--- config.mk ---
export PLATFORM = sky130hd
export DESIGN_NAME = delay_trainer
export DESIGN_NICKNAME = d
export VERILOG_FILES = /design/src/rtl/delay_trainer_pkg.sv /design/src/rtl/delay_trainer_lane.sv /design/src/rtl/delay_trainer.sv
export SDC_FILE = /design/constraint.sdc
export NUM_CORES = 1
export LEC_CHECK = 0
export CAP_MARGIN = 20
export CORE_MARGIN = 2
export CORE_UTILIZATION = 48
export DETAILED_ROUTE_END_ITERATION = 7
export GPL_ROUTABILITY_DRIVEN = 0
export PLACE_DENSITY = 0.73
export SETUP_SLACK_MARGIN = 0.15
export SLEW_MARGIN = 10
export SYNTH_ARGS = -nofsm -noshare
export SYNTH_HDL_FRONTEND = slang
export SYNTH_SLANG_ARGS = --single-unit
--- constraint.sdc ---
create_clock -name aclk -period 2.9 [get_ports aclk]
set_clock_uncertainty 0.2 [all_clocks]
set_input_delay 0.58 -clock aclk [delete_from_list [all_inputs] [get_ports aclk]]
set_output_delay 0.58 -clock aclk [all_outputs]
set_load 0.1 [all_outputs]
--- src/rtl/delay_trainer_pkg.sv ---
// Shared constants and state encoding for the lane skew trainer.
// Lane geometry matches the 4-lane x 16-bit delay stage it configures.
package delay_trainer_pkg;

    localparam int LANES  = 4;
    localparam int LANE_W = 16;
    localparam int DLY_W  = 4;

    localparam logic [DLY_W-1:0] DLY_MAX = '1;

    typedef enum logic [2:0] {
        ST_IDLE,
        ST_SETTLE,
        ST_CHECK,
        ST_STEP,
        ST_DONE
    } trainer_state_t;

    function automatic logic [LANE_W-1:0] lane_word(
        input logic [LANES*LANE_W-1:0] bus,
        input int                      k
    );
        return bus[k*LANE_W +: LANE_W];
    endfunction

endpackage

--- src/rtl/delay_trainer_lane.sv ---
// Per-lane pass/fail tracking for one delay step, plus the lock flag and
// the delay value frozen when the lane first passes.
module delay_lane_check
    import delay_trainer_pkg::*;
(
    input  logic              aclk,
    input  logic              aresetn,
    input  logic              restart,
    input  logic              clear,
    input  logic              cmp,
    input  logic [LANE_W-1:0] word,
    input  logic [LANE_W-1:0] pattern,
    input  logic              step,
    input  logic [DLY_W-1:0]  d,
    output logic              pass,
    output logic              locked,
    output logic [DLY_W-1:0]  dly
);

    logic hit;

    always_ff @(posedge aclk or negedge aresetn) begin
        if (!aresetn) begin
            hit    <= 1'b0;
            locked <= 1'b0;
            dly    <= '0;
        end else begin
            if (clear) begin
                hit <= 1'b1;
            end else if (cmp && (word != pattern)) begin
                hit <= 1'b0;
            end

            // Only the first passing delay is kept; later steps leave it alone.
            if (restart) begin
                locked <= 1'b0;
                dly    <= '0;
            end else if (step && hit && !locked) begin
                locked <= 1'b1;
                dly    <= d;
            end
        end
    end

    assign pass = hit && !locked;

endmodule

--- src/rtl/delay_trainer.sv ---
// Skew-training controller: sweeps the four lane delays of the delay stage and
// locks each lane at the smallest delay where the pattern lands on the compare cycle.
//
// state  | meaning
// IDLE   | no run since reset, waiting for start
// SETTLE | delay line refilling after a cfg change, compares ignored
// CHECK  | counting compare events against the pattern
// STEP   | lock passing lanes, advance d or finish
// DONE   | run finished, found delays held until next start
module delay_trainer
    import delay_trainer_pkg::*;
#(
    parameter int REF_LAT = 8,
    parameter int MARKS   = 4,
    parameter int TIMEOUT = 65535
) (
    input  logic                    aclk,
    input  logic                    aresetn,
    input  logic                    start,
    input  logic                    mark,
    input  logic [LANE_W-1:0]       pattern,
    input  logic [LANES*LANE_W-1:0] din,
    output logic [LANES*DLY_W-1:0]  cfg,
    output logic [LANES-1:0]        locked,
    output logic                    busy,
    output logic                    done
);

    localparam int               SETTLE_CYC  = REF_LAT + 16;
    localparam logic [5:0]       SETTLE_LOAD = 6'(SETTLE_CYC - 1);
    localparam logic [3:0]       EV_LAST     = 4'(MARKS - 1);
    localparam logic [15:0]      TMO_LOAD    = 16'(TIMEOUT - 1);

    trainer_state_t             state;
    logic [REF_LAT:0]           mark_sr;
    logic [LANES*LANE_W-1:0]    din_q;
    logic [5:0]                 settle_cnt;
    logic [3:0]                 ev_cnt;
    logic [15:0]                tmo_cnt;
    logic [DLY_W-1:0]           d;
    logic                       timed_out;

    logic                       cmp_stb;
    logic                       hit_clr;
    logic                       step_ok;
    logic                       lane_restart;
    logic                       finish;
    logic [LANES-1:0]           pass;
    logic [LANES-1:0]           lock_now;
    logic [LANES-1:0]           lock_all;
    logic [DLY_W-1:0]           dly [LANES];

    // The extra stage beyond REF_LAT lines the strobe up with the registered din.
    always_ff @(posedge aclk or negedge aresetn) begin
        if (!aresetn) begin
            mark_sr <= '0;
            din_q   <= '0;
        end else begin
            mark_sr <= {mark_sr[REF_LAT-1:0], mark};
            din_q   <= din;
        end
    end

    assign cmp_stb      = mark_sr[REF_LAT] && (state == ST_CHECK);
    assign hit_clr      = (state == ST_SETTLE) && (settle_cnt == '0);
    assign step_ok      = (state == ST_STEP) && !timed_out;
    assign lane_restart = start && ((state == ST_IDLE) || (state == ST_DONE));
    assign lock_now     = pass & {LANES{step_ok}};
    assign lock_all     = locked | lock_now;
    assign finish       = (&lock_all) || (d == DLY_MAX);

    for (genvar g = 0; g < LANES; g++) begin : g_lane
        delay_lane_check u_lane (
            .aclk    (aclk),
            .aresetn (aresetn),
            .restart (lane_restart),
            .clear   (hit_clr),
            .cmp     (cmp_stb),
            .word    (lane_word(din_q, g)),
            .pattern (pattern),
            .step    (step_ok),
            .d       (d),
            .pass    (pass[g]),
            .locked  (locked[g]),
            .dly     (dly[g])
        );
    end

    always_ff @(posedge aclk or negedge aresetn) begin
        if (!aresetn) begin
            state      <= ST_IDLE;
            cfg        <= '0;
            busy       <= 1'b0;
            done       <= 1'b0;
            d          <= '0;
            settle_cnt <= '0;
            ev_cnt     <= '0;
            tmo_cnt    <= '0;
            timed_out  <= 1'b0;
        end else begin
            case (state)
                ST_IDLE, ST_DONE: begin
                    if (start) begin
                        state      <= ST_SETTLE;
                        busy       <= 1'b1;
                        done       <= 1'b0;
                        d          <= '0;
                        cfg        <= '0;
                        settle_cnt <= SETTLE_LOAD;
                    end
                end

                ST_SETTLE: begin
                    if (settle_cnt == '0) begin
                        state     <= ST_CHECK;
                        ev_cnt    <= '0;
                        tmo_cnt   <= TMO_LOAD;
                        timed_out <= 1'b0;
                    end else begin
                        settle_cnt <= settle_cnt - 1'b1;
                    end
                end

                ST_CHECK: begin
                    tmo_cnt <= tmo_cnt - 1'b1;
                    if (cmp_stb) begin
                        ev_cnt <= ev_cnt + 1'b1;
                    end
                    // A final event landing on the timeout cycle still counts as a full check.
                    if (cmp_stb && (ev_cnt == EV_LAST)) begin
                        state     <= ST_STEP;
                        timed_out <= 1'b0;
                    end else if (tmo_cnt == '0) begin
                        state     <= ST_STEP;
                        timed_out <= 1'b1;
                    end
                end

                ST_STEP: begin
                    for (int k = 0; k < LANES; k++) begin
                        if (locked[k]) begin
                            cfg[k*DLY_W +: DLY_W] <= dly[k];
                        end else if (lock_now[k]) begin
                            cfg[k*DLY_W +: DLY_W] <= d;
                        end else if (finish) begin
                            cfg[k*DLY_W +: DLY_W] <= '0;
                        end else begin
                            cfg[k*DLY_W +: DLY_W] <= d + 1'b1;
                        end
                    end
                    if (finish) begin
                        state <= ST_DONE;
                        busy  <= 1'b0;
                        done  <= 1'b1;
                    end else begin
                        state      <= ST_SETTLE;
                        d          <= d + 1'b1;
                        settle_cnt <= SETTLE_LOAD;
                    end
                end

                default: begin
                    state <= ST_IDLE;
                end
            endcase
        end
    end

endmodule

Word-level counts from Yosys, hierarchy flattened. Index checks and enable logic that the tools add are counted.

Flip-flop bits (word level): 149. Bits of input ports: 84. Word-level logic and storage cells: 161.

Add/subtract/negate cells: 4. Equality and inequality tests: 17. Multiplexer cells: 63. Bitwise gates (word level): 2. Reductions and logical operators: 52.

Operator list (number): $mux W4 (21); $ne A16 B16 Y1 (4); $pmux W16 S2 (2); $mux W16 (2); $mux W1 (23); $logic_and A1 B1 Y1 (21); $reduce_bool A2 Y1 (10); $mux W6 (3); $pmux W6 S3 (1); $logic_not A16 Y1 (1); $pmux W4 S2 (2); $sub A16 B1 Y16 const B (1); $mux W3 (5); $reduce_and A3 Y1 (5); $pmux W3 S4 (1); $ne A2 B2 Y1 const B (5); $add A4 B1 Y4 const B (2); $reduce_and A4 Y1 (2); $eq A3 B2 Y1 const B (2); $logic_not A6 Y1 (1); $pmux W1 S2 (3); $sub A6 B1 Y6 const B (1); $logic_not A1 Y1 (5); $and A4 B4 Y4 (1); other kinds (12) (14).

Logic depth before layout (Yosys ltp). Gate-level depths: netlist (run 1).

Depth after elaboration: 10. Gate-level depth with buffers: 8. Depth with buffers taken out: 7.

Hierarchy. A second synthesis (run 1) with hierarchy kept.

Cells, all modules: 563. Area total of the unflattened synthesis: 6471.2 um2.

By module, submodules not included: delay_trainer (instances 1, cells an instance 403, area an instance 4834.6 um2, sequential area each 3128.0 um2); delay_lane_check (instances 4, cells an instance 40, area an instance 409.1 um2, sequential area each 150.1 um2).

Worst setup path before layout (run 1). No wires, ideal clock.

Path kind: register -> register. From: register state[2]. To: register settle_cnt[0]. Arrival: 1.800 ns. Slack: 0.767 ns. Stages on the path, launching flop included: 7. Path buffers: 1. Period minus slack after synthesis: 2.133 ns. Cells stage by stage: dfrtp_1 > and4bb_1 > buf_6 > a21oi_4 > or4_4 > a32oi_2 > mux2i_1.

Word-level cells in the longest chain between the ends: 8. Elaborated cells on any way between the ends: 16.

Ends and longest elaborated chain: start, declared (RTL line delay_trainer.sv:34) `trainer_state_t state;`; start signal, assigned (RTL line delay_trainer.sv:91) `state <= ST_IDLE;`; start signal, assigned (RTL line delay_trainer.sv:104) `state <= ST_SETTLE;`; start signal, assigned (RTL line delay_trainer.sv:115) `state <= ST_CHECK;`; $eq A3 B2 Y1 (RTL line delay_trainer.sv:66, delay_trainer.sv:101); $logic_and A1 B1 Y1 (RTL line delay_trainer.sv:66) `assign step_ok = (state == ST_STEP) && !timed_out;`; $and A4 B4 Y4 (RTL line delay_trainer.sv:68) `assign lock_now = pass & {LANES{step_ok}};`; $or A4 B4 Y4 (RTL line delay_trainer.sv:69) `assign lock_all = locked | lock_now;`; $reduce_and A4 Y1 (RTL line delay_trainer.sv:70) `assign finish = (&lock_all) || (d == DLY_MAX);`; $logic_or A1 B1 Y1 (RTL line delay_trainer.sv:70); $ne A2 B2 Y1 (no source line); $reduce_and A4 Y1 (no source line); end signal, assigned (RTL line delay_trainer.sv:120) `settle_cnt <= settle_cnt - 1'b1;`; end, declared (RTL line delay_trainer.sv:37) `logic [5:0] settle_cnt;`.

Several ways; a longest one is shown, not always the timed one. A chain may end at the register's enable or synchronous reset.

Final worst setup path (run 1).
From: register state[2]. To: register settle_cnt[5].

Same word-level chain as after synthesis.

==> flow_summary.toml, run 1 <==
[yosys]
ys.flop_type = "dfrtp_1"
synth-edff-count = 0
postSynth.asyncResetShare_pct = 100.0
synth_xor_area_share_pct = 9.306
synth-simple-area-share_pct = 12.91
syn_inst = 584
synth_compound_area_share_pct = 12.62
synthMuxAreaShare_pct = 2.775
yosys_warnings = 0
synth_fp_nets = 674
synth-seq-cells = 149
synth_fa_ha_area_share_pct = 1.156
netlist_area_mm2 = 0.006494
ys_types = 62
synth_top_family_by_area = "simple AND/OR/NAND/NOR gates"
ys_seq_area_share_pct = 57.42
synth.avg_cell_area_um2 = 11.12

[final_layout]
regArea_mm2 = 0.003729
fin_nets = 773
final_common_cell = "dfrtp_1"
layout_common_cells = "dfrtp_1, clkdlybuf4s50_1, xnor2_1"
multi_input_area_mm2 = 0.002517
fillers = 1111
final_cell_area_mm2 = 0.008242
fin_util_pct = 62.24
final_cells = 872
drive_above_1_share_pct = 12.21
area_growth_syn_to_layout_pct = 26.92
antenna_cells = 0

[drt]
vias = 4810
drc_errors = 0
drt-initial-drc-count = 268
post_drt_wl_per_cell_um = 17.23
ant_nets = 0
dr.pass1.iters = 5
drt-total-wl_um = 15030
vias_per_cell = 5.516

[place]
dpl.cell_count = 839
io_buffers = 105
hpwlAfterDp_um = 10980
place_area_mm2 = 0.007655
pre_cts_ws_ps = 399.2

[timing]
period_share_pct = 86.84
maxSlewViolCount = 0
min_period_ps = 2518
setup_viol = 0
rsz0062_at_grt = "false"
setup_tns_ps = 0
finalHoldViolCount = 0
max_slew_margin_pct = 64.24
clock.fmax_mhz = 397.1
hold_slack_ps = 151.9
tightest_slew_ps = 534.4
setup_slack_ps = 381.7

[floorplanning]
die_y_um = 120.3
start_util_pct = 49.04
core-area_mm2 = 0.01324
die_w_um = 120.3
fp.dieArea_mm2 = 0.01447
ios = 106
rows = 42

[worst_setup_path]
cp_max_fo = 8
critPathBufInv = 1
worstSetupEndpointType = "flop"
critPathArrivalTime_ps = 2660
crit_required_ps = 3040
critPathTopFamily = "simple AND/OR/NAND/NOR gates"
max_stage_delay_ps = 500
cp-start-kind = "flop"
crit_chain = "and4bb_1 -> buf_4 -> a21oi_2 -> or4_4 -> a32oi_2 -> o2bb2ai_1"
worstSetupPathType = "reg -> reg"
cpMaxStageDelayCell = "and4bb_1"

[clock_tree]
cts_setup_buffers = 0
clkSlewWorstSetupHoldPaths_ps = 70
cts_buffers = 17
clock-sinks = 149
cts_tree = "yes"
htree_levels = 4
clockBufferDepth = 2
clkLatencyLatePin_ps = 430
clock-root-buffer = "clkbuf_16"

[global_routing]
grt_pass1_wl_um = 24590
gr-total-overflow = 0
grt_max_degree = 57
antenna_found_initial = 0
grt_pass1_vias = 4778
grt_util_all_layers_pct = 22.21

[min_path]
hp-class = "reg -> reg"

[pwr]
p_leak_nw = 3.475
powerDensity_mw_per_mm2 = 851.6
fin_total_pwr_mw = 7.018
peakVddDrop_uv = 385.2

[status]
status = "completed"

[job]
cap_violations = 0
## metal layers
layer,track usage [%],part of all wire (%),vias to the layer above
li1,-,-,2258
met4,10.54,3.1,0
met1,28.98,43,2364
met2,35.01,48,156
met5,0,0,-
met3,5.472,5.5,32
## final cells by class
type                    count  area share [%]
flip-flops and latches    149           45.24
multi-input cells         377           30.54
repair buffers            125           13.95
clock buffers              17           5.162
well taps                 176           2.672
clock inverters            15           1.837
inverters                  13          0.5921
## registers in the layout, indices dropped and copies added, names as in the netlist, 3 cells and up
name,flops
cfg,16
d,4
din_q,64
ev_cnt,4
g_lane.u_lane.dly,16
g_lane.u_lane.hit,4
g_lane.u_lane.locked,4
mark_sr,9
settle_cnt,6
state,3
tmo_cnt,16
## cells by family after synthesis
logic type	count (synthesis)
xor+xnor	69
compound gates	121
fa+ha+maj	6
buf+inv	58
simple gates	163
flops	149
mux	18
## cell usage after synthesis, types with 3 or more instances
cell,n,area share (%)
inv_1,13,0.75
a22o_1,5,0.67
o21ai_0,27,2.1
a31oi_1,16,1.5
nor2_1,36,2.1
a32oi_1,3,0.40
or3_1,7,0.67
buf_1,4,0.23
xnor2_1,67,9.0
nand2b_1,6,0.58
buf_4,6,0.69
nand3_1,10,0.77
clkbuf_1,34,2.0
nand2_1,46,2.7
mux2i_1,18,2.8
nor4_1,9,0.87
o21a_1,3,0.35
and3_1,4,0.39
a21oi_1,29,2.2
nor3_1,9,0.69
a21oi_2,3,0.40
nand4_1,16,1.5
dfrtp_1,149,57
a211oi_1,6,0.69
ha_1,6,1.2
## report_power, final
| group | internal (mW) | total (mW) | leakage [nW] | switching [mW] |
|---|---|---|---|---|
| Combinational | 0.715 | 2.07 | 1.36 | 1.36 |
| Clock | 1.15 | 2.14 | 0.280 | 0.992 |
| Sequential | 2.44 | 2.80 | 1.83 | 0.364 |
## path summary, 6_finish.rpt
| check | start | end | slack [ps] | cells after the start |
|---|---|---|---|---|
| worst max-delay path | state[2] | settle_cnt[5] | 380 | 6 |
| worst min-delay path | mark_sr[1] | mark_sr[2] | 150 | 0 |
| worst max register to register | state[2] | settle_cnt[5] | 380 | 6 |
| worst min register to register | mark_sr[1] | mark_sr[2] | 150 | 0 |
| max in group asynchronous | aresetn | din_q[37] | 1300 | 3 |
| min in group asynchronous | aresetn | tmo_cnt[9] | 470 | 2 |
## worst register-to-register path, stage by stage (launching register included)
cell,delay (ps)
dfrtp_1,460
and4bb_1,500
buf_4,230
a21oi_2,100
or4_4,480
a32oi_2,300
o2bb2ai_1,170
## repair_timing
item / CTS / global route
hold buffers: 1 / 0
hold endpoints to repair: 52 / 0
resized for setup: 0 / 0
Power figures use the tool's default switching activity.
==> run 2: changes to the inputs <==
--- a/constraint.sdc
+++ b/constraint.sdc
@@ -4,2 +4,2 @@
 set_output_delay 0.58 -clock aclk [all_outputs]
-set_load 0.1 [all_outputs]
+set_load 0.005 [all_outputs]
==> run 2 against run 1 <==
Compared with the run above:
- flip-flop and latch count unchanged
- combinational power is 26% lower
- critical path depth unchanged
- sequential power barely moved
- via count shrank 0.81%
- global-route usage increased by 0.058 points
- die area unchanged
- critical path type unchanged
- sequential share of layout area fell by 0.29 points
==> flow_summary.toml, run 2 (same netlist as run 1, synthesis figures left out) <==
[drt]
ant_nets = 0
vias = 4771
post_drt_wl_per_cell_um = 17.04
dr.pass1.iters = 5
drc_errors = 0
drt-initial-drc-count = 262
vias_per_cell = 5.471
drt-total-wl_um = 14860

[timing]
maxSlewViolCount = 0
hold_slack_ps = 147.2
max_slew_margin_pct = 62.59
min_period_ps = 2495
rsz0062_at_grt = "false"
finalHoldViolCount = 0
period_share_pct = 86.05
clock.fmax_mhz = 400.7
setup_viol = 0
setup_tns_ps = 0
tightest_slew_ps = 559.0

[pwr]
powerDensity_mw_per_mm2 = 774.1
peakVddDrop_uv = 440.2
p_leak_nw = 3.432

[floorplanning]
die_w_um = 120.3
core-area_mm2 = 0.01324
start_util_pct = 49.04
fp.dieArea_mm2 = 0.01447
rows = 42
ios = 106
die_y_um = 120.3

[global_routing]
grt_max_degree = 57
grt_util_all_layers_pct = 22.27
grt_pass1_wl_um = 24860
grt_pass1_vias = 4859
antenna_found_initial = 0
top_usage_layer = "met2"
grt.met3_usage_pct = 5.613
use_met1_pct = 28.96
met2_usage_pct = 36.61
gr-total-overflow = 0

[status]
status = "completed"

[worst_setup_path]
cpMaxStageDelayCell = "and4bb_1"
worstSetupPathType = "reg -> reg"
worstSetupEndpointType = "flop"
cp-start-kind = "flop"
crit_required_ps = 2990
max_stage_delay_ps = 480
cp_max_fo = 8
critPathTopFamily = "simple AND/OR/NAND/NOR gates"
critPathArrivalTime_ps = 2590
critPathBufInv = 1
crit_chain = "and4bb_1 -> buf_4 -> a21oi_2 -> or4_4 -> a32oi_2 -> mux2i_1"

[clock_tree]
clockBufferDepth = 2
cts_tree = "yes"
clkLatencyLatePin_ps = 430
clkSlewWorstSetupHoldPaths_ps = 60
cts_setup_buffers = 0
clock-sinks = 149
htree_levels = 4
cts_buffers = 17
clock-root-buffer = "clkbuf_16"

[job]
cap_violations = 0

[min_path]
hp-class = "reg -> reg"

[final_layout]
largest_reg_flops = 64
top_register = "din_q"
fillers = 1046
regArea_mm2 = 0.003729
area_growth_syn_to_layout_pct = 27.73
final_cells = 872
layout_common_cells = "dfrtp_1, clkdlybuf4s50_1, xnor2_1"
final_common_cell = "dfrtp_1"
fin_nets = 773
multi_input_area_mm2 = 0.002517
drive_above_1_share_pct = 9.052
antenna_cells = 0

[place]
io_buffers = 105
dpl.cell_count = 839
hpwlAfterDp_um = 10930
-- run 2: cell types whose count changed in the layout (fill, tap and decap cells not counted) --
cell,previous run,this run
clkdlybuf4s50_1,82,104
inv_8,6,3
inv_6,6,7
buf_12,0,1
buf_4,41,18
clkinv_4,0,3
clkinv_8,1,0
-- run 2: per-layer routing --
layer	up-vias	wire, um
met5	-	0
met4	0	272
met3	24	898
met2	179	7414
met1	2324	6273
li1	2244	-
-- run 2: layout make-up --
type / instances / share of cell area [%]
sequential: 149 / 44.95
multi-input combinational: 377 / 30.35
timing repair buffer: 125 / 14.68
clock buffer: 17 / 5.129
tap: 176 / 2.655
clock inverter: 15 / 1.644
inverter: 13 / 0.5883
-- run 2: worst paths after layout --
check	from	endpoint	slack, ps	depth (start not counted)
worst min-delay path	mark_sr[0]	mark_sr[1]	150	0
worst max register to register	state[2]	settle_cnt[0]	400	6
min in group asynchronous	aresetn	tmo_cnt[10]	470	2
worst min register to register	mark_sr[0]	mark_sr[1]	150	0
worst max-delay path	state[2]	settle_cnt[0]	400	6
max in group asynchronous	aresetn	din_q[57]	1310	3
-- run 2: worst reg2reg max path: stages, from the launching register on --
cell and delay, ps:
dfrtp_1 440, and4bb_1 480, buf_4 230, a21oi_2 100, or4_4 480, a32oi_2 320
mux2i_1 120
-- run 2: timing repair --
| action | CTS | global route |
|---|---|---|
| resized for setup | 0 | 0 |
| setup endpoints to repair | 0 | 0 |
| hold buffers | 1 | 0 |
| endpoints found under the hold margin | 50 | 0 |
-- run 2: metrics by stage --
stage,setup WS (ps),power (mW),utilization [%],instance area [um2]
after floorplan,767.1,3.715,-,6494
after global placement,537.9,4.271,58.31,7722
after detailed placement,437.7,4.354,58.31,7722
after CTS,415.4,6.448,62.63,8294
after global routing,281.0,6.782,62.63,8294
final,404.6,6.420,62.63,8294
-- run 2: where the power goes --
group          total, mW  switching, mW  internal [mW]
sequential          2.80          0.363           2.44
clock               2.08          0.951           1.13
combinational       1.53          0.786          0.748
total               6.42           2.10           4.32
==> run 3: changes to the inputs <==
Settings changed: PLACE_DENSITY 0.73 to 0.72, SLEW_MARGIN 10 to 20.
==> run 3 against run 2 <==
Compared with the run above:
- power rose by 0.65%
- clock-buffer cell count did not move
- global-route usage rose by 0.054 points
- routed wire length fell by 1.4%
- critical path depth fell by 1
- die area did not move
- clock power rose by 3%
- maximum frequency fell by 3.8%
- register-to-register slack got worse by 99 ps
- via count barely moved
- sequential power barely moved
- cell count fell by 0.23%
- critical endpoint is now settle_cnt[5]
- largest power group unchanged
==> flow_summary.toml, run 3 (same netlist as run 1, synthesis figures left out) <==
[status]
status = "completed"

[floorplanning]
start_util_pct = 49.04
die_y_um = 120.3
core-area_mm2 = 0.01324
die_w_um = 120.3
fp.dieArea_mm2 = 0.01447
ios = 106
rows = 42

[final_layout]
drive_above_1_share_pct = 8.790
final_common_cell = "dfrtp_1"
fin_util_pct = 62.68
final_cells = 870
regArea_mm2 = 0.003729
fin_nets = 771
fillers = 1053
antenna_cells = 0
area_growth_syn_to_layout_pct = 27.82
final_cell_area_mm2 = 0.008300
multi_input_area_mm2 = 0.002517
largest_reg_flops = 64
top_register = "din_q"
layout_common_cells = "dfrtp_1, clkdlybuf4s50_1, xnor2_1"

[worst_setup_path]
reg2reg_to = "settle_cnt[5]"
cpMaxStageDelayCell = "and4bb_1"
reg2reg_slack_ps = 310
worstSetupEndpointType = "flop"
cp_max_fo = 10
rr_startpoint = "state[2]"
crit_required_ps = 3040
r2r_cells = 5
max_stage_delay_ps = 610
cp-start-kind = "flop"
worstSetupPathType = "reg -> reg"
crit_chain = "and4bb_1 -> a21oi_2 -> or4_4 -> a32oi_2 -> o2bb2ai_1"
critPathArrivalTime_ps = 2730

[drt]
drt-total-wl_um = 14650
dr.pass1.iters = 5
vias_per_cell = 5.489
drt-initial-drc-count = 301
drc_errors = 0
vias = 4775
post_drt_wl_per_cell_um = 16.84
ant_nets = 0

[clock_tree]
clockBufferDepth = 2
clkLatencyLatePin_ps = 430
cts_tree = "yes"
htree_levels = 4
clock-sinks = 149
cts_resized = 0
cts_setup_buffers = 0
clkSlewWorstSetupHoldPaths_ps = 70
cts_buffers = 17
clock-root-buffer = "clkbuf_16"

[timing]
maxSlewViolCount = 0
clock.fmax_mhz = 385.5
hold_slack_ps = 152.6
setup_viol = 0
finalHoldViolCount = 0
setup_tns_ps = 0
max_slew_margin_pct = 56.72
tightest_slew_ps = 649.2
rsz0062_at_grt = "false"
min_period_ps = 2594
period_share_pct = 89.46

[job]
cap_violations = 0

[global_routing]
antenna_found_initial = 0
grt_util_all_layers_pct = 22.32
grt_max_degree = 71
grt_pass1_vias = 4930
grt_pass1_wl_um = 24890
gr-total-overflow = 0

[min_path]
hold_start = "mark_sr[7]"
hp-class = "reg -> reg"
min_path_cells = 0
holdPathEnd = "mark_sr[8]"

[place]
io_buffers = 105
hpwlAfterDp_um = 10670
dpl.cell_count = 837
place_area_mm2 = 0.007707

[pwr]
peakVddDrop_uv = 477.2
p_leak_nw = 3.433
powerDensity_mw_per_mm2 = 778.5
==> run 3: worst max path at each step <==
stage                               end     start
after global placement    settle_cnt[0]  state[2]
after floorplan           settle_cnt[0]  state[2]
after global routing      settle_cnt[5]  state[2]
after CTS                 settle_cnt[5]  state[2]
final                     settle_cnt[5]  state[2]
after detailed placement  settle_cnt[5]  state[2]
==> run 3: where the power goes <==
group | internal [mW] | switching [mW]
clock network | 1.15 | 0.989
logic | 0.744 | 0.773
registers | 2.44 | 0.366
total | 4.33 | 2.13
==> run 3: per-stage QoR <==
step	setup WS, ps	total power, mW
after floorplan	767.1	3.715
after global placement	468.3	4.266
after detailed placement	335.8	4.344
after CTS	323.8	6.495
after global routing	211.5	6.828
final	305.7	6.462
==> run 3: worst max-delay path: cells and delay by family, from the launching register on <==
kind	cells	cell delay, ps
flip-flops	1	460
AO/OA/AOI/OAI	3	650
AND/OR/NAND/NOR	2	1190
==> run 3: cell type report <==
cell class | count | share of cell area, %
multi-input combinational | 377 | 30.33
timing repair buffer | 123 | 14.49
tap | 176 | 2.653
clock buffer | 17 | 5.125
clock inverter | 15 | 1.899
sequential | 149 | 44.92
inverter | 13 | 0.5879
==> run 3: repair_timing <==
action,CTS,global route
hold buffers,1,0
endpoints found under the hold margin,67,0
endpoints found under the setup margin,0,0
==> run 3: routing by layer <==
layer  wire length, um  global-route usage (%)  share of wire, %  vias to the layer above
met5                 0                       0                 0                        -
met4               364                   9.956               2.5                        0
met2              7147                   36.08                49                      181
met1              6197                   28.50                42                     2311
met3               942                   5.708               6.4                       28
li1                  -                       -                 -                     2255
